### src/rtl/frame_mem_arbiter_if.sv
// -----------------------------------------------------------------------------
// frame_mem_arbiter_if
// Bundles the camera write port, display read port, frame-memory port and the
// overflow status/clear pair of the frame-memory arbiter.
//   slave  : the arbiter side (takes requests and memory read data, drives the
//            memory strobe/address/data, read results and status)
//   master : the surrounding side (camera/display clients and the memory)
// Parameters: ADDR_W pixel address width, DATA_W pixel width.
// -----------------------------------------------------------------------------
interface frame_mem_arbiter_if #(
    parameter int ADDR_W = 17,
    parameter int DATA_W = 3
);
    logic              wr_req;
    logic [ADDR_W-1:0] wr_addr;
    logic [DATA_W-1:0] wr_data;
    logic              wr_full;
    logic              rd_req;
    logic [ADDR_W-1:0] rd_addr;
    logic [DATA_W-1:0] rd_data;
    logic              rd_valid;
    logic              mem_en;
    logic              mem_we;
    logic [ADDR_W-1:0] mem_addr;
    logic [DATA_W-1:0] mem_wdata;
    logic [DATA_W-1:0] mem_rdata;
    logic              ovf_clr;
    logic              overflow;

    modport slave (
        input  wr_req, wr_addr, wr_data, rd_req, rd_addr, mem_rdata, ovf_clr,
        output wr_full, rd_data, rd_valid, mem_en, mem_we, mem_addr, mem_wdata,
               overflow
    );

    modport master (
        output wr_req, wr_addr, wr_data, rd_req, rd_addr, mem_rdata, ovf_clr,
        input  wr_full, rd_data, rd_valid, mem_en, mem_we, mem_addr, mem_wdata,
               overflow
    );
endinterface

### src/rtl/frame_mem_arbiter.sv
// -----------------------------------------------------------------------------
// frame_mem_arbiter
// Owns the single frame-memory port and grants one access per clk_50 cycle.
// Display reads always win; camera writes are buffered in a small FIFO and
// drained in idle read slots. Writes that arrive while the FIFO is full and
// cannot drain are dropped and flagged in the sticky 'overflow' bit.
//
// Ports:
//   clk_50    system clock, rising edge
//   reset     asynchronous, active-high
//   bus       frame_mem_arbiter_if.slave (write/read clients, memory port,
//             ovf_clr / overflow)
//   ovf_count saturating 8-bit dropped-write counter, present only when the
//             macro FRAME_MEM_ARB_OVF_CNT_EN is defined
//
// Read latency is fixed at 3 cycles from the sampled rd_req to rd_valid.
// All outputs are registered except wr_full, which decodes the count register.
// -----------------------------------------------------------------------------
module frame_mem_arbiter #(
    parameter int ADDR_W     = 17,
    parameter int DATA_W     = 3,
    parameter int FIFO_DEPTH = 4
) (
    input  logic                  clk_50,
    input  logic                  reset,
    frame_mem_arbiter_if.slave    bus
`ifdef FRAME_MEM_ARB_OVF_CNT_EN
    ,
    output logic [7:0]            ovf_count
`endif
);

    localparam int PTR_W = $clog2(FIFO_DEPTH);
    localparam int CNT_W = $clog2(FIFO_DEPTH) + 1;
    localparam logic [CNT_W-1:0] DEPTH_C = CNT_W'(FIFO_DEPTH);

    // FIFO storage (data path only, no reset needed: validity is set by count)
    logic [ADDR_W-1:0] fifo_addr_r [FIFO_DEPTH];
    logic [DATA_W-1:0] fifo_data_r [FIFO_DEPTH];
    logic [PTR_W-1:0]  wr_ptr_r;
    logic [PTR_W-1:0]  rd_ptr_r;
    logic [CNT_W-1:0]  count_r;

    logic              mem_en_r;
    logic              mem_we_r;
    logic [ADDR_W-1:0] mem_addr_r;
    logic [DATA_W-1:0] mem_wdata_r;
    logic              rd_pipe_r;   // a read strobe was on the port last cycle
    logic [DATA_W-1:0] rd_data_r;
    logic              rd_valid_r;
    logic              overflow_r;

    logic full_s;
    logic pop_s;
    logic push_s;
    logic drop_s;

    // Grant decision and FIFO push/pop/drop qualification
    always_comb begin
        full_s = (count_r == DEPTH_C);
        pop_s  = 1'b0;
        if (bus.rd_req) begin
            pop_s = 1'b0;
        end else if (count_r != CNT_W'(0)) begin
            pop_s = 1'b1;
        end else begin
            pop_s = 1'b0;
        end
        // A full FIFO still accepts a write when the head drains this cycle.
        push_s = bus.wr_req && (!full_s || pop_s);
        drop_s = bus.wr_req && full_s && !pop_s;
    end

    // FIFO entry write
    always_ff @(posedge clk_50) begin
        if (push_s) begin
            fifo_addr_r[wr_ptr_r] <= bus.wr_addr;
            fifo_data_r[wr_ptr_r] <= bus.wr_data;
        end
    end

    // FIFO bookkeeping, memory port, read return pipeline and overflow flag
    always_ff @(posedge clk_50 or posedge reset) begin
        if (reset) begin
            wr_ptr_r    <= PTR_W'(0);
            rd_ptr_r    <= PTR_W'(0);
            count_r     <= CNT_W'(0);
            mem_en_r    <= 1'b0;
            mem_we_r    <= 1'b0;
            mem_addr_r  <= ADDR_W'(0);
            mem_wdata_r <= DATA_W'(0);
            rd_pipe_r   <= 1'b0;
            rd_data_r   <= DATA_W'(0);
            rd_valid_r  <= 1'b0;
            overflow_r  <= 1'b0;
        end else begin
            // Pointers wrap naturally because FIFO_DEPTH is a power of two.
            if (push_s) begin
                wr_ptr_r <= wr_ptr_r + PTR_W'(1);
            end
            if (pop_s) begin
                rd_ptr_r <= rd_ptr_r + PTR_W'(1);
            end
            case ({push_s, pop_s})
                2'b10:   count_r <= count_r + CNT_W'(1);
                2'b01:   count_r <= count_r - CNT_W'(1);
                default: count_r <= count_r;
            endcase

            // Address/data hold their last value on idle cycles.
            if (bus.rd_req) begin
                mem_en_r   <= 1'b1;
                mem_we_r   <= 1'b0;
                mem_addr_r <= bus.rd_addr;
            end else if (pop_s) begin
                mem_en_r    <= 1'b1;
                mem_we_r    <= 1'b1;
                mem_addr_r  <= fifo_addr_r[rd_ptr_r];
                mem_wdata_r <= fifo_data_r[rd_ptr_r];
            end else begin
                mem_en_r <= 1'b0;
                mem_we_r <= 1'b0;
            end

            // Memory returns data the cycle after the strobe; capture it then.
            rd_pipe_r  <= mem_en_r && !mem_we_r;
            rd_valid_r <= rd_pipe_r;
            if (rd_pipe_r) begin
                rd_data_r <= bus.mem_rdata;
            end

            // A drop in the same cycle as a clear keeps the flag set.
            if (drop_s) begin
                overflow_r <= 1'b1;
            end else if (bus.ovf_clr) begin
                overflow_r <= 1'b0;
            end
        end
    end

`ifdef FRAME_MEM_ARB_OVF_CNT_EN
    logic [7:0] ovf_cnt_r;

    // Saturating dropped-write counter; a coincident clear and drop yields 1
    always_ff @(posedge clk_50 or posedge reset) begin
        if (reset) begin
            ovf_cnt_r <= 8'd0;
        end else if (drop_s && bus.ovf_clr) begin
            ovf_cnt_r <= 8'd1;
        end else if (bus.ovf_clr) begin
            ovf_cnt_r <= 8'd0;
        end else if (drop_s && (ovf_cnt_r != 8'hFF)) begin
            ovf_cnt_r <= ovf_cnt_r + 8'd1;
        end
    end

    assign ovf_count = ovf_cnt_r;
`endif

    assign bus.wr_full   = full_s;
    assign bus.mem_en    = mem_en_r;
    assign bus.mem_we    = mem_we_r;
    assign bus.mem_addr  = mem_addr_r;
    assign bus.mem_wdata = mem_wdata_r;
    assign bus.rd_data   = rd_data_r;
    assign bus.rd_valid  = rd_valid_r;
    assign bus.overflow  = overflow_r;

endmodule

### src/flat_wrapper.sv
// flat-port wrapper written by rule: the top's interface ports become plain ports
module frame_mem_arbiter_flat 
#(
    parameter int ADDR_W     = 17,
    parameter int DATA_W     = 3,
    parameter int FIFO_DEPTH = 4
)
  (clk_50, reset, bus_wr_req, bus_wr_addr, bus_wr_data, bus_rd_req, bus_rd_addr, bus_mem_rdata, bus_ovf_clr, bus_wr_full, bus_rd_data, bus_rd_valid, bus_mem_en, bus_mem_we, bus_mem_addr, bus_mem_wdata, bus_overflow);
  frame_mem_arbiter_if #(.ADDR_W(ADDR_W), .DATA_W(DATA_W)) bus_i ();
  input  logic clk_50;
  input  logic reset;
  input wire logic [$bits(bus_i.wr_req)-1:0] bus_wr_req;
  input wire logic [$bits(bus_i.wr_addr)-1:0] bus_wr_addr;
  input wire logic [$bits(bus_i.wr_data)-1:0] bus_wr_data;
  input wire logic [$bits(bus_i.rd_req)-1:0] bus_rd_req;
  input wire logic [$bits(bus_i.rd_addr)-1:0] bus_rd_addr;
  input wire logic [$bits(bus_i.mem_rdata)-1:0] bus_mem_rdata;
  input wire logic [$bits(bus_i.ovf_clr)-1:0] bus_ovf_clr;
  output wire logic [$bits(bus_i.wr_full)-1:0] bus_wr_full;
  output wire logic [$bits(bus_i.rd_data)-1:0] bus_rd_data;
  output wire logic [$bits(bus_i.rd_valid)-1:0] bus_rd_valid;
  output wire logic [$bits(bus_i.mem_en)-1:0] bus_mem_en;
  output wire logic [$bits(bus_i.mem_we)-1:0] bus_mem_we;
  output wire logic [$bits(bus_i.mem_addr)-1:0] bus_mem_addr;
  output wire logic [$bits(bus_i.mem_wdata)-1:0] bus_mem_wdata;
  output wire logic [$bits(bus_i.overflow)-1:0] bus_overflow;
  assign bus_i.wr_req = bus_wr_req;
  assign bus_i.wr_addr = bus_wr_addr;
  assign bus_i.wr_data = bus_wr_data;
  assign bus_i.rd_req = bus_rd_req;
  assign bus_i.rd_addr = bus_rd_addr;
  assign bus_i.mem_rdata = bus_mem_rdata;
  assign bus_i.ovf_clr = bus_ovf_clr;
  assign bus_wr_full = bus_i.wr_full;
  assign bus_rd_data = bus_i.rd_data;
  assign bus_rd_valid = bus_i.rd_valid;
  assign bus_mem_en = bus_i.mem_en;
  assign bus_mem_we = bus_i.mem_we;
  assign bus_mem_addr = bus_i.mem_addr;
  assign bus_mem_wdata = bus_i.mem_wdata;
  assign bus_overflow = bus_i.overflow;
  frame_mem_arbiter #(.ADDR_W(ADDR_W), .DATA_W(DATA_W), .FIFO_DEPTH(FIFO_DEPTH)) u_core (.clk_50(clk_50), .reset(reset), .bus(bus_i));
endmodule
### config.mk
export PLATFORM = sky130hd
export DESIGN_NAME = frame_mem_arbiter_flat
export DESIGN_NICKNAME = d
export VERILOG_FILES = /design/src/rtl/frame_mem_arbiter_if.sv /design/src/rtl/frame_mem_arbiter.sv /design/src/flat_wrapper.sv
export SDC_FILE = /design/constraint.sdc
export NUM_CORES = 1
export LEC_CHECK = 0
export CORE_UTILIZATION = 57
export DETAILED_ROUTE_END_ITERATION = 12
export PLACE_DENSITY_LB_ADDON = 0.15
export SLEW_MARGIN = 20
export SYNTH_ARGS = -nofsm -noshare
export SYNTH_HDL_FRONTEND = slang
export SYNTH_SLANG_ARGS = --single-unit
### constraint.sdc
create_clock -name clk_50 -period 3.7 [get_ports clk_50]
set_clock_uncertainty 0.15 [all_clocks]
set_input_delay 0.74 -clock clk_50 [delete_from_list [all_inputs] [get_ports clk_50]]
set_output_delay 0.74 -clock clk_50 [all_outputs]
set_load 0.02 [all_outputs]
==> results of run 1 <==
[worst max path at each step]
stage / from / endpoint / slack (ns) / cells after the start
2_1_floorplan: bus_wr_req / u_core.count_r[2] / 1.43 / 7
6_report: u_core.count_r[0] / bus_wr_full / 0.87 / 2
4_1_cts: u_core.count_r[0] / bus_wr_full / 0.83 / 2
5_1_grt: u_core.count_r[0] / bus_wr_full / 0.78 / 2
3_5_place_dp: bus_wr_req / u_core.count_r[2] / 0.77 / 8
3_3_place_gp: bus_wr_req / u_core.count_r[2] / 0.85 / 8
[through the flow]
stage | utilization [%] | instance area, um2 | hold slack [ns] | power, W
finish | 77.5 | 6080 | 0.275 | 0.00503
global route | 77.5 | 6080 | 0.294 | 0.00524
CTS | 77.5 | 6080 | 0.279 | 0.00507
detailed placement | 69.8 | 5480 | 0.270 | 0.00338
global placement | 69.8 | 5480 | 0.265 | 0.00334
floorplan | - | 4680 | 0.266 | 0.00290
[cell type report]
type,instances,area [um2]
Clock inverter,15,190
Sequential cell,115,3280
Clock buffer,17,414
Tap cell,102,128
Timing Repair Buffer,81,783
Multi-Input combinational cell,130,1270
Fill cell,461,1770
Inverter,5,18.8
[worst register-to-register path, stage by stage, from the launching register on]
cell     delay (ns)
dfrtp_1        0.50
nor3_4         0.20
buf_4          0.40
nor2_4         0.14
ha_1           0.25
fa_1           0.40
xnor2_1        0.17
nor2_1         0.06
xor2_1         0.14
[cells in the mapped netlist, types with 2 or more instances]
master    count  area (um2)
a21oi_1      20         100
mux4_1        5         131
edfxtp_1     80        2400
nand2_1      11        41.3
xor2_1        3        26.3
a21oi_2      14         123
buf_6         5        56.3
a221o_1       6        60.1
xnor2_1       3        26.3
and2_1        4        25.0
buf_2         5        25.0
inv_1         5        18.8
mux2_2        4        45.0
mux2_4        4        60.1
mux4_2        9         203
mux2i_1      12         120
nor2b_1      18         113
nor2_1        2        7.51
ha_1          5        62.6
dfrtp_1      35         876
[per-layer routing]
layer,GRT usage (%),routed length (um)
met1,30.8,3850
met2,38.4,4750
met3,9.77,585
met4,10.4,195
met5,0,0
[logic make-up after synthesis]
kind of cell             share of synthesized area, %
AO/OA/AOI/OAI                                    6.50
buffers and inverters                            2.73
adder cells (fa/ha/maj)                          1.77
multiplexers                                     12.0
flip-flops                                       70.1
AND/OR/NAND/NOR                                  5.81
XOR/XNOR                                         1.12
[state kept, by name, indices dropped and copies added (netlist names), 2 cells and up]
name	flops
u_core.fifo_addr_r	68
u_core.bus.mem_addr	17
u_core.fifo_data_r	12
u_core.bus.mem_wdata	3
u_core.bus.rd_data	3
u_core.count_r	3
u_core.rd_ptr_r	2
u_core.wr_ptr_r	2
[power groups by stage]
stage          Combinational [W]  Sequential [W]  Clock (W)
3_3_place_gp             0.00137         0.00197          0
5_1_grt                  0.00150         0.00201    0.00173
4_1_cts                  0.00143         0.00198    0.00167
2_1_floorplan           0.000884         0.00201          0
3_5_place_dp             0.00140         0.00198          0
6_report                 0.00141         0.00197    0.00165
==> results.yml, run 1 <==
logic_synthesis:
  synth_edf_count: 80
  mappedNetlistNets: 313
  ys_seq_area_share_pct: 70.1
  yosysWarningCount: 0
  syn_area_per_cell_um2: 17.8
  synthArstFlopShare_pct: 30.4
  ys_ff_latch: 115
  synth_ff_type: "edfxtp_1"
  synth_area_um2: 4680
  netlist_instances: 262
  synth.distinct_cells: 32
clock_tree:
  cts_max_level: 4
  clock-root-buffer: "clkbuf_8"
  numClockSinks: 115
  postCtsSetupRepairBufs: 0
  clock_path_buffers: 2
  tritoncts: "done"
  clkTransAtPathRegs_ns: 0.05
  clk_latency_ns: 0.52
  postCtsHoldBufs: 0
  cts_buffers: 17
  cts_resized: 0
setup_path:
  crit_chain: "nor3b_4 > clkdlybuf4s50_1"
  r2r-end: "u_core.count_r[2]"
  cpPeakStageDelay_ns: 0.64
  cpMaxStageDelayCell: "clkdlybuf4s50_1"
  regToRegSetupSlack_ns: 1.18
  r2r_start: "u_core.count_r[0]"
  end_kind: "output pin"
  critical_path.top_delay_family: "buffers and inverters"
  crit_buf_inv: 1
  crit_required_ns: 2.81
  startpoint_type: "flop"
  path_max_fanout: 5
  criticalPathCategory: "reg -> out"
  worstPathArrival_ns: 1.94
  reg2regPathDepth: 8
pwr:
  swShare_pct: 29.8
  p_comb_share_pct: 28.0
  ir_worst_vdd_mv: 0.473
  p_int_w: 0.00353
  switching_power_w: 0.00150
  power_density_nw_per_um2: 827
  pwr-share-seq_pct: 39.2
  pwr-share-clk_pct: 32.8
  p_leak_nw: 2.27
placed_design:
  dp_hpwl_um: 5420
  post-place-ws_ns: 0.772
  dp.cells: 433
  gp_congestion: 0.734
  portBuffers: 72
timing:
  worst_pin_slew_ns: 1.11
  rsz0062_at_grt: "no"
  setup_viol: 0
  maxSlewHeadroom_pct: 25.9
  layout_min_cycle_time_ns: 2.83
  fin_crit_sh_pct: 76.5
  max_freq_ghz: 0.353
  tns_ns: 0
  maxSlewViolCount: 0
  hold_viol_final: 0
  fin_ws_ns: 0.869
global_routing:
  overflow: 0
  grt_max_degree: 39
  grtUsageTotal_pct: 24.6
  grt_pass1_vias: 2742
  grt_pass1_wl_um: 14700
  antenna_found_initial: 0
worst_hold_path:
  hold_depth: 1
  hold_end: "u_core.rd_pipe_r"
  worstHoldPathType: "reg -> reg"
  hp-start: "u_core.bus.mem_we"
route:
  vias: 2641
  wl_per_cell_um: 20.2
  wl_um: 9390
  drt-pass1-iter-count: 4
  drtAntennaViolNets: 0
  drc: 0
  drtIter0Drc: 124
  via_per_inst: 5.68
floorplanning:
  rows: 32
  die_x_um: 92.6
  core-area_um2: 7850
  die_h_um: 92.6
  num_io_pins: 73
  start_util_pct: 59.6
  die_area_um2: 8570
layout:
  mostFrequentLayoutCells: "80 x edfxtp_1, 71 x clkdlybuf4s50_1, 35 x dfrtp_1, 20 x a21oi_1, 18 x nor2b_1"
  stdcell_count: 465
  n_antenna_cell: 0
  drive_gt1_share_pct: 20.9
  final_common_cell: "edfxtp_1"
  fin_nets: 401
  area_growth_pct: 30.1
run_status:
  status: "finished clean"
job:
  cap_violations: 0
Power figures use the tool's default switching activity.
==> run 2: changes to the inputs <==
--- a/config.mk
+++ b/config.mk
@@ -5,7 +5,7 @@
 export SDC_FILE = /design/constraint.sdc
 export NUM_CORES = 1
 export LEC_CHECK = 0
-export CORE_UTILIZATION = 57
+export CORE_UTILIZATION = 53
 export DETAILED_ROUTE_END_ITERATION = 12
 export PLACE_DENSITY_LB_ADDON = 0.15
 export SLEW_MARGIN = 20
==> constraint.sdc (replaced) <==
create_clock -name clk_50 -period 2.7 [get_ports clk_50]
set_clock_uncertainty 0.15 [all_clocks]
set_input_delay 0.54 -clock clk_50 [delete_from_list [all_inputs] [get_ports clk_50]]
set_output_delay 0.54 -clock clk_50 [all_outputs]
set_load 0.02 [all_outputs]
==> run 2 against run 1 <==
Worst setup slack lost 0.40 ns. Critical path depth stayed put. Sequential power up 31%. Register-to-register slack got worse by 0.61 ns. Worst hold slack improved by 0.0066 ns. Final area increased by 0.72%. Count of clock-buffer cells in the layout up 8. Flip-flop and latch count unchanged. Cell count is 2.6% higher. Total power is 32% higher. Die area is 7.4% higher. Utilization fell by 4.4 points.
==> results.yml, run 2 (synthesis results as in run 1) <==
layout:
  stdcell_count: 477
  drive_gt1_share_pct: 22.3
  n_antenna_cell: 0
  largest_register_ffs: 68
  regMostFlops: "u_core.fifo_addr_r"
  final_common_cell: "edfxtp_1"
  final_util_pct: 73.1
  mostFrequentLayoutCells: "80 x edfxtp_1, 71 x clkdlybuf4s50_1, 35 x dfrtp_1, 20 x a21oi_1, 19 x clkbuf_16"
  area_growth_pct: 31.0
  fin_nets: 410
floorplanning:
  num_io_pins: 73
  rows: 33
  die_area_um2: 9200
  start_util_pct: 55.8
  die_h_um: 95.9
  core-area_um2: 8380
  die_x_um: 95.9
timing:
  rsz0062_at_grt: "no"
  max_freq_ghz: 0.448
  setup_viol: 0
  hold_viol_final: 0
  layout_min_cycle_time_ns: 2.23
  maxSlewViolCount: 0
  worst_pin_slew_ns: 0.471
  tns_ns: 0
  fin_crit_sh_pct: 82.7
  maxSlewHeadroom_pct: 68.6
  fin_ws_ns: 0.467
global_routing:
  overflow: 0
  grt_pass1_wl_um: 13400
  grt_pass1_vias: 2676
  grtUsageTotal_pct: 21.4
  antenna_found_initial: 0
  grt_max_degree: 36
clock_tree:
  clock_path_buffers: 2
  numClockSinks: 115
  clkTransAtPathRegs_ns: 0.05
  cts_buffers: 17
  clock-root-buffer: "clkbuf_8"
  clk_latency_ns: 0.50
  postCtsHoldBufs: 0
  tritoncts: "done"
  cts_max_level: 4
setup_path:
  cpMaxStageDelayCell: "dfrtp_1"
  crit_chain: "nor3b_4 > dlymetal6s2s_1"
  regToRegSetupSlack_ns: 0.57
  r2r-end: "u_core.count_r[2]"
  reg2regPathDepth: 8
  crit_required_ns: 2.01
  criticalPathCategory: "reg -> out"
  path_max_fanout: 5
  startpoint_type: "flop"
  end_kind: "output pin"
  cpPeakStageDelay_ns: 0.48
  r2r_start: "u_core.count_r[2]"
  worstPathArrival_ns: 1.54
route:
  drtAntennaViolNets: 0
  via_per_inst: 5.46
  drc: 0
  drtIter0Drc: 160
  vias: 2604
  wl_per_cell_um: 18.3
  wl_um: 8740
  drt-pass1-iter-count: 5
pwr:
  p_int_w: 0.00470
  p_comb_share_pct: 30.7
  pwr-share-clk_pct: 30.4
  switching_power_w: 0.00196
  ir_worst_vdd_mv: 0.540
  p_leak_nw: 2.33
  swShare_pct: 29.5
  pwr-share-seq_pct: 38.9
  power_density_nw_per_um2: 1090
worst_hold_path:
  hold_depth: 1
  hp-start: "u_core.bus.mem_we"
  hold_end: "u_core.rd_pipe_r"
  worstHoldPathType: "reg -> reg"
placed_design:
  dp.cells: 445
  portBuffers: 72
  gp_congestion: 0.692
  dp_hpwl_um: 5680
  post-place-ws_ns: 0.0988
run_status:
  status: "finished clean"
job:
  cap_violations: 0
==> run 2: cell types whose count changed in the layout (fill, tap and decap cells not counted), sizes merged <==
cell	change
buf	+8
clkbuf	+8
bufinv	-4
clkinv	-4
clkinvlp	-3
inv	+3
dlymetal6s2s	+1
==> run 2: final cells by class <==
class / instances / area (um2)
Tap cell: 105 / 131
Inverter: 5 / 18.8
Multi-Input combinational cell: 130 / 1270
Sequential cell: 115 / 3280
Fill cell: 545 / 2260
Clock inverter: 7 / 38.8
Timing Repair Buffer: 90 / 871
Clock buffer: 25 / 518
==> run 2: how the worst max path moves through the flow <==
stage,start,endpoint,slack (ns)
2_1_floorplan,u_core.count_r[0],u_core.count_r[1],0.51
3_3_place_gp,bus_rd_req,u_core.count_r[2],0.15
3_5_place_dp,bus_rd_req,u_core.count_r[2],0.1
4_1_cts,u_core.count_r[0],bus_wr_full,0.04
5_1_grt,u_core.count_r[0],bus_wr_full,0.39
6_report,u_core.count_r[0],bus_wr_full,0.47
==> run 2: per-stage QoR <==
stage / total power [W] / instance area [um2] / hold WS [ns]
final: 0.00666 / 6130 / 0.282
after global routing: 0.00699 / 6130 / 0.304
after CTS: 0.00674 / 6120 / 0.288
after detailed placement: 0.00469 / 5570 / 0.281
after global placement: 0.00463 / 5570 / 0.282
after floorplan: 0.00397 / 4680 / 0.266
==> run 2: critical path, delay by kind of cell (launching register included) <==
kind          cells  cell delay (ns)
buf+inv           1             0.26
flops             1             0.48
simple gates      1             0.30
==> run 2: layer usage <==
layer | track usage (%) | up-vias | part of all wire, % | wire [um]
met1 | 25.9 | 1316 | 44 | 3810
met4 | 9.08 | 0 | 1.4 | 120
met3 | 6.71 | 12 | 5.0 | 435
met5 | 0 | - | 0 | 0
met2 | 35.6 | 76 | 50 | 4380
li1 | - | 1200 | - | -
==> run 2: what timing repair did <==
action / 4_1_cts / 5_1_grt
buffers inserted: 0 / 0
endpoints found under the setup margin: 0 / 1
resized for setup: 0 / 1
==> run 2: power groups by stage <==
stage / clock [W] / sequential (W) / combinational [W]
finish: 0.00202 / 0.00259 / 0.00204
global route: 0.00214 / 0.00263 / 0.00221
CTS: 0.00206 / 0.00260 / 0.00208
detailed placement: 0 / 0.00262 / 0.00207
global placement: 0 / 0.00259 / 0.00204
floorplan: 0 / 0.00276 / 0.00121
==> run 3: changes to the inputs <==
--- a/config.mk
+++ b/config.mk
@@ -5,7 +5,7 @@
 export SDC_FILE = /design/constraint.sdc
 export NUM_CORES = 1
 export LEC_CHECK = 0
-export CORE_UTILIZATION = 53
+export CORE_UTILIZATION = 48
 export DETAILED_ROUTE_END_ITERATION = 12
 export PLACE_DENSITY_LB_ADDON = 0.15
 export SLEW_MARGIN = 20
==> constraint.sdc (replaced) <==
create_clock -name clk_50 -period 1.93 [get_ports clk_50]
set_clock_uncertainty 0.15 [all_clocks]
set_input_delay 0.386 -clock clk_50 [delete_from_list [all_inputs] [get_ports clk_50]]
set_output_delay 0.386 -clock clk_50 [all_outputs]
set_load 0.02 [all_outputs]
==> run 3 against run 2 <==
The run now ends with setup timing left. Non-clock buffer count grew 12. Critical path type is now reg -> reg. Sequential power increased by 38%. Final area is 4.8% higher. Global-route usage shrank 2.0 points. Routed wire length up 0.82%. Combinational power grew 51%.
==> results.yml, run 3 (synthesis results as in run 1) <==
setup_path:
  crit_required_ns: 2.22
  cpMaxStageDelayCell: "dfrtp_2"
  cpPeakStageDelay_ns: 0.43
  crit_chain: "buf_6 > nor3_4 > nor2_4 > ha_4 > fa_2 > xnor2_1 > nor2_1 > xor2_1"
  worstPathArrival_ns: 2.26
  startpoint_type: "flop"
  end_kind: "flop"
  path_max_fanout: 2
  criticalPathCategory: "reg -> reg"
floorplanning:
  num_io_pins: 73
  die_area_um2: 10100
  start_util_pct: 50.1
  die_x_um: 101
  rows: 35
  die_h_um: 101
  core-area_um2: 9330
pwr:
  swShare_pct: 29.0
  pwr-share-seq_pct: 35.6
  p_comb_share_pct: 30.8
  ir_worst_vdd_mv: 0.784
  p_leak_nw: 2.46
  power_density_nw_per_um2: 1560
  p_int_w: 0.00711
  pwr-share-clk_pct: 33.6
  switching_power_w: 0.00291
route:
  drtIter0Drc: 116
  drtAntennaViolNets: 0
  drt-pass1-iter-count: 6
  met1_length_um: 3920
  via_per_inst: 5.03
  drc: 0
  wl_um: 8810
  vias: 2581
  wl_met3_um: 484
  wl_per_cell_um: 17.2
  highest_layer: "met4"
  routed-wl-met2_um: 4260
timing:
  rsz0062_at_grt: "yes"
  layout_min_cycle_time_ns: 1.98
  hold_viol_final: 0
  worst_pin_slew_ns: 0.488
  max_freq_ghz: 0.505
  maxSlewHeadroom_pct: 67.4
  fin_ws_ns: -0.0487
  fin_crit_sh_pct: 103
  maxSlewViolCount: 0
  setup_viol: 3
placed_design:
  gp_congestion: 0.704
  placed_area_um2: 5740
  dp_hpwl_um: 5780
  portBuffers: 72
layout:
  final_util_pct: 68.8
  n_antenna_cell: 0
  final_common_cell: "edfxtp_1"
  area_growth_pct: 37.3
  design_area_um2: 6420
  multi_input_area_um2: 1290
  fin_nets: 422
  drive_gt1_share_pct: 28.1
  mostFrequentLayoutCells: "80 x edfxtp_1, 44 x clkdlybuf4s50_1, 33 x dfrtp_1, 27 x dlygate4sd2_1"
  regMostFlops: "u_core.fifo_addr_r"
  seqCellArea_um2: 3280
  largest_register_ffs: 68
  fillCellCount: 640
clock_tree:
  cts_buffers: 17
  postCtsHoldBufs: 0
  cts_max_level: 4
  tritoncts: "done"
  numClockSinks: 115
  clock-root-buffer: "clkbuf_8"
  clock_path_buffers: 2
  clk_latency_ns: 0.51
  clkTransAtPathRegs_ns: 0.06
global_routing:
  grtUsageTotal_pct: 19.4
  antenna_found_initial: 0
  grt_pass1_vias: 2672
  grt_pass1_wl_um: 14000
  overflow: 0
  grt_max_degree: 39
worst_hold_path:
  worstHoldPathType: "in -> async"
run_status:
  violations: "setup timing"
  status: "finished with violations"
job:
  cap_violations: 0
run 3: critical path: cells and delay by family, from the launching register on:
kind,cells,cell delay (ns)
DFF,1,0.43
buffers and inverters,1,0.13
xor gates and xnor gates,2,0.30
adders and majority gates,2,0.50
and+or+nand+nor,3,0.39
run 3: cell type report:
cell class / instances / area share, %
sequential: 115 / 51.1
multi-input combinational: 130 / 20.2
timing repair buffer: 102 / 15.9
clock buffer: 17 / 6.45
clock inverter: 15 / 3.59
tap: 129 / 2.51
inverter: 5 / 0.292
run 3: power by group through the flow:
stage	clock, W	sequential (W)	combinational (W)
after global routing	0.00352	0.00363	0.00335
final	0.00336	0.00357	0.00309
after global placement	0	0.00361	0.00308
after CTS	0.00340	0.00357	0.00310
after floorplan	0	0.00386	0.00170
after detailed placement	0	0.00364	0.00312
run 3: final timing paths:
check	start	end	slack (ns)	depth (start not counted)
max in group asynchronous	reset	u_core.count_r[0]	1.34	3
min in group clk_50	u_core.bus.mem_we	u_core.rd_pipe_r	0.27	1
worst max-delay path	u_core.count_r[0]	u_core.count_r[2]	-0.05	8
worst min register to register	u_core.bus.mem_we	u_core.rd_pipe_r	0.27	1
worst min-delay path	reset	u_core.bus.mem_addr[5]	0.09	3
worst max register to register	u_core.count_r[0]	u_core.count_r[2]	-0.05	8
run 3: metrics by stage:
stage	setup TNS, ns	setup slack (ns)	std cells	hold WS [ns]	total power [W]
after floorplan	-0.392	-0.214	262	0.266	0.00557
after global placement	-11.32	-0.380	475	0.269	0.00669
after detailed placement	-13.23	-0.413	475	0.269	0.00676
after CTS	-0.0900	-0.0533	511	0.0823	0.0101
after global routing	-0.256	-0.106	513	0.0954	0.0105
final	-0.0913	-0.0487	513	0.0854	0.0100
run 3: layer usage:
metal  track usage, %  up-vias
li1                 -     1223
met1             24.3     1269
met2             31.1       76
met3             5.34       13
met4             9.70        0
met5                0        -
run 3: timing repair:
action | 4_1_cts | 5_1_grt
setup buffers | 4 | 2
resized for setup | 35 | 4
setup endpoints to repair | 29 | 3
pin swaps | 4 | 4
==> patch, RTL diff (settings of run 2) <==
`ADDR_W` is set to 17 in 3 places; all go to 25.
--- a/src/rtl/frame_mem_arbiter_if.sv
+++ b/src/rtl/frame_mem_arbiter_if.sv
@@ -10,3 +10,3 @@
 interface frame_mem_arbiter_if #(
-    parameter int ADDR_W = 17,
+    parameter int ADDR_W = 25,
     parameter int DATA_W = 3
--- a/src/rtl/frame_mem_arbiter.sv
+++ b/src/rtl/frame_mem_arbiter.sv
@@ -19,3 +19,3 @@
 module frame_mem_arbiter #(
-    parameter int ADDR_W     = 17,
+    parameter int ADDR_W     = 25,
     parameter int DATA_W     = 3,
--- a/src/flat_wrapper.sv
+++ b/src/flat_wrapper.sv
@@ -3,3 +3,3 @@
 #(
-    parameter int ADDR_W     = 17,
+    parameter int ADDR_W     = 25,
     parameter int DATA_W     = 3,
Interface: changed (resized bus_mem_addr, bus_rd_addr and bus_wr_addr); port bits go from 73 to 97. The function was not compared with the original's and may differ.
==> patch against run 2 <==
Wire length grew 28%; design area increased by 28%; fmax is 13% lower; area after synthesis increased by 29%; power grew 26%; setup slack worse by 320 ps; sequential share of layout area is 3.1 points higher; core utilization fell by 1.7 points; sequential cell count up 40; largest power group unchanged.
==> patch: results (changes against run 2) <==
| Metric | Value |
|---|---|
| Final HPWL DP | `7.50 mm (was 5.68 mm)` |
| Tap Count | `140 (was 105)` |
| R2r setup slk | `410 ps (was 570 ps)` |
| Layout Nets | `492 (was 410)` |
| Max reg flops | `100 (was 68)` |
| Root Driver | `clkbuf_16 (was clkbuf_8)` |
| Sequential cell power | `3.50 mW (was 2.59 mW)` |
| Layout cells sized above 1 | `0.258 (was 0.223)` |
| Outcome | `finished, final reports clean (unchanged)` |
| Seq area share | `0.566 (was 0.535)` |
| Largest net degree at the start of global routing | `30 (was 36)` |
| Buffer share of cell area | `0.141 (was 0.142)` |
| #MultiIn Comb | `111 (was 130)` |
| Clock Latency Late Sink | `410 ps (was 500 ps)` |
| Detailed Routing Iterations Pass 1 | `4 (was 5)` |
| Synth cell types | `33 (was 32)` |
| Clk tree area frac | `0.0774 (was 0.0909)` |
| # clk buffers | `24 (was 25)` |
| Final Wtd Congestion | `0.704 (was 0.692)` |
| Total Routing Usage GR | `0.211 (was 0.214)` |
| Final Util | `0.714 (was 0.731)` |
| Routed WL | `11.2 mm (was 8.74 mm)` |
| EDFF count, synth | `112 (was 80)` |
| Clock Sinks | `155 (was 115)` |
| Dpl ws | `157 ps (was 98.8 ps)` |
| Hold slack | `230 ps (was 282 ps)` |
| Cell count after synthesis | `303 (was 262)` |
| Number of non-clock inverters in the layout | `24 (was 5)` |
| Yosys warnings | `0 (unchanged)` |
| Vias in the first global route | `3,424 (was 2,676)` |
| Mapped Nets | `370 (was 313)` |
| Min-Delay Path Class | `primary input to async pin (was flip-flop to flip-flop)` |
| P_leak | `2.85 nW (was 2.33 nW)` |
| Area of the multi-input gates | `1420 µm² (was 1270 µm²)` |
| Layout fillers | `740 (was 545)` |
| PortBufs | `96 (was 72)` |
| Final setup margin | `144 ps (was 467 ps)` |
| Peak VDD IR | `0.790 mV (was 0.540 mV)` |
| Fin. Hold Viols | `0 (unchanged)` |
| P_comb | `2.48 mW (was 2.04 mW)` |
| Cells after DPL | `546 (was 445)` |
| Initial drt markers | `118 (was 160)` |
| Global-route wire length before repair | `17.6 mm (was 13.4 mm)` |
| Async S/R FF share, synth | `0.277 (was 0.304)` |
| Most frequent cells after synthesis | `edfxtp_1 (112), dfrtp_1 (43), mux4_2 (28) (was edfxtp_1 (80), dfrtp_1 (35), a21oi_1 (20))` |
| Placed Area | `7230 µm² (was 5570 µm²)` |
| Worst Path Arrival | `1870 ps (was 1540 ps)` |
| Internal | `6.00 mW (was 4.70 mW)` |
[patch: critical path, cell delays in order, from the launching register on]
cell	delay, ps
dfrtp_1	470
nor3b_2	320
clkdlybuf4s50_1	660
[patch: cells by family (layout without fill, tap and decap cells)]
kind of cell,after synthesis,after routing,share of synthesized area
AND/OR/NAND/NOR,19,19,0.0234
AO/OA/AOI/OAI,44,44,0.0682
buffers and inverters,37,172,0.0305
XOR/XNOR,6,6,0.00871
adder cells (fa/ha/maj),6,6,0.0137
flip-flops,155,155,0.735
multiplexers,36,36,0.120
[patch: per-layer routing]
| metal | vias to the layer above | GRT usage | share of wire | wire, µm |
|---|---|---|---|---|
| li1 | 1432 | - | - | - |
| met1 | 1595 | 0.274 | 0.43 | 4760 |
| met2 | 115 | 0.337 | 0.50 | 5540 |
| met3 | 11 | 0.0520 | 0.060 | 673 |
| met4 | 0 | 0.101 | 0.016 | 176 |
| met5 | - | 0 | 0 | 0 |
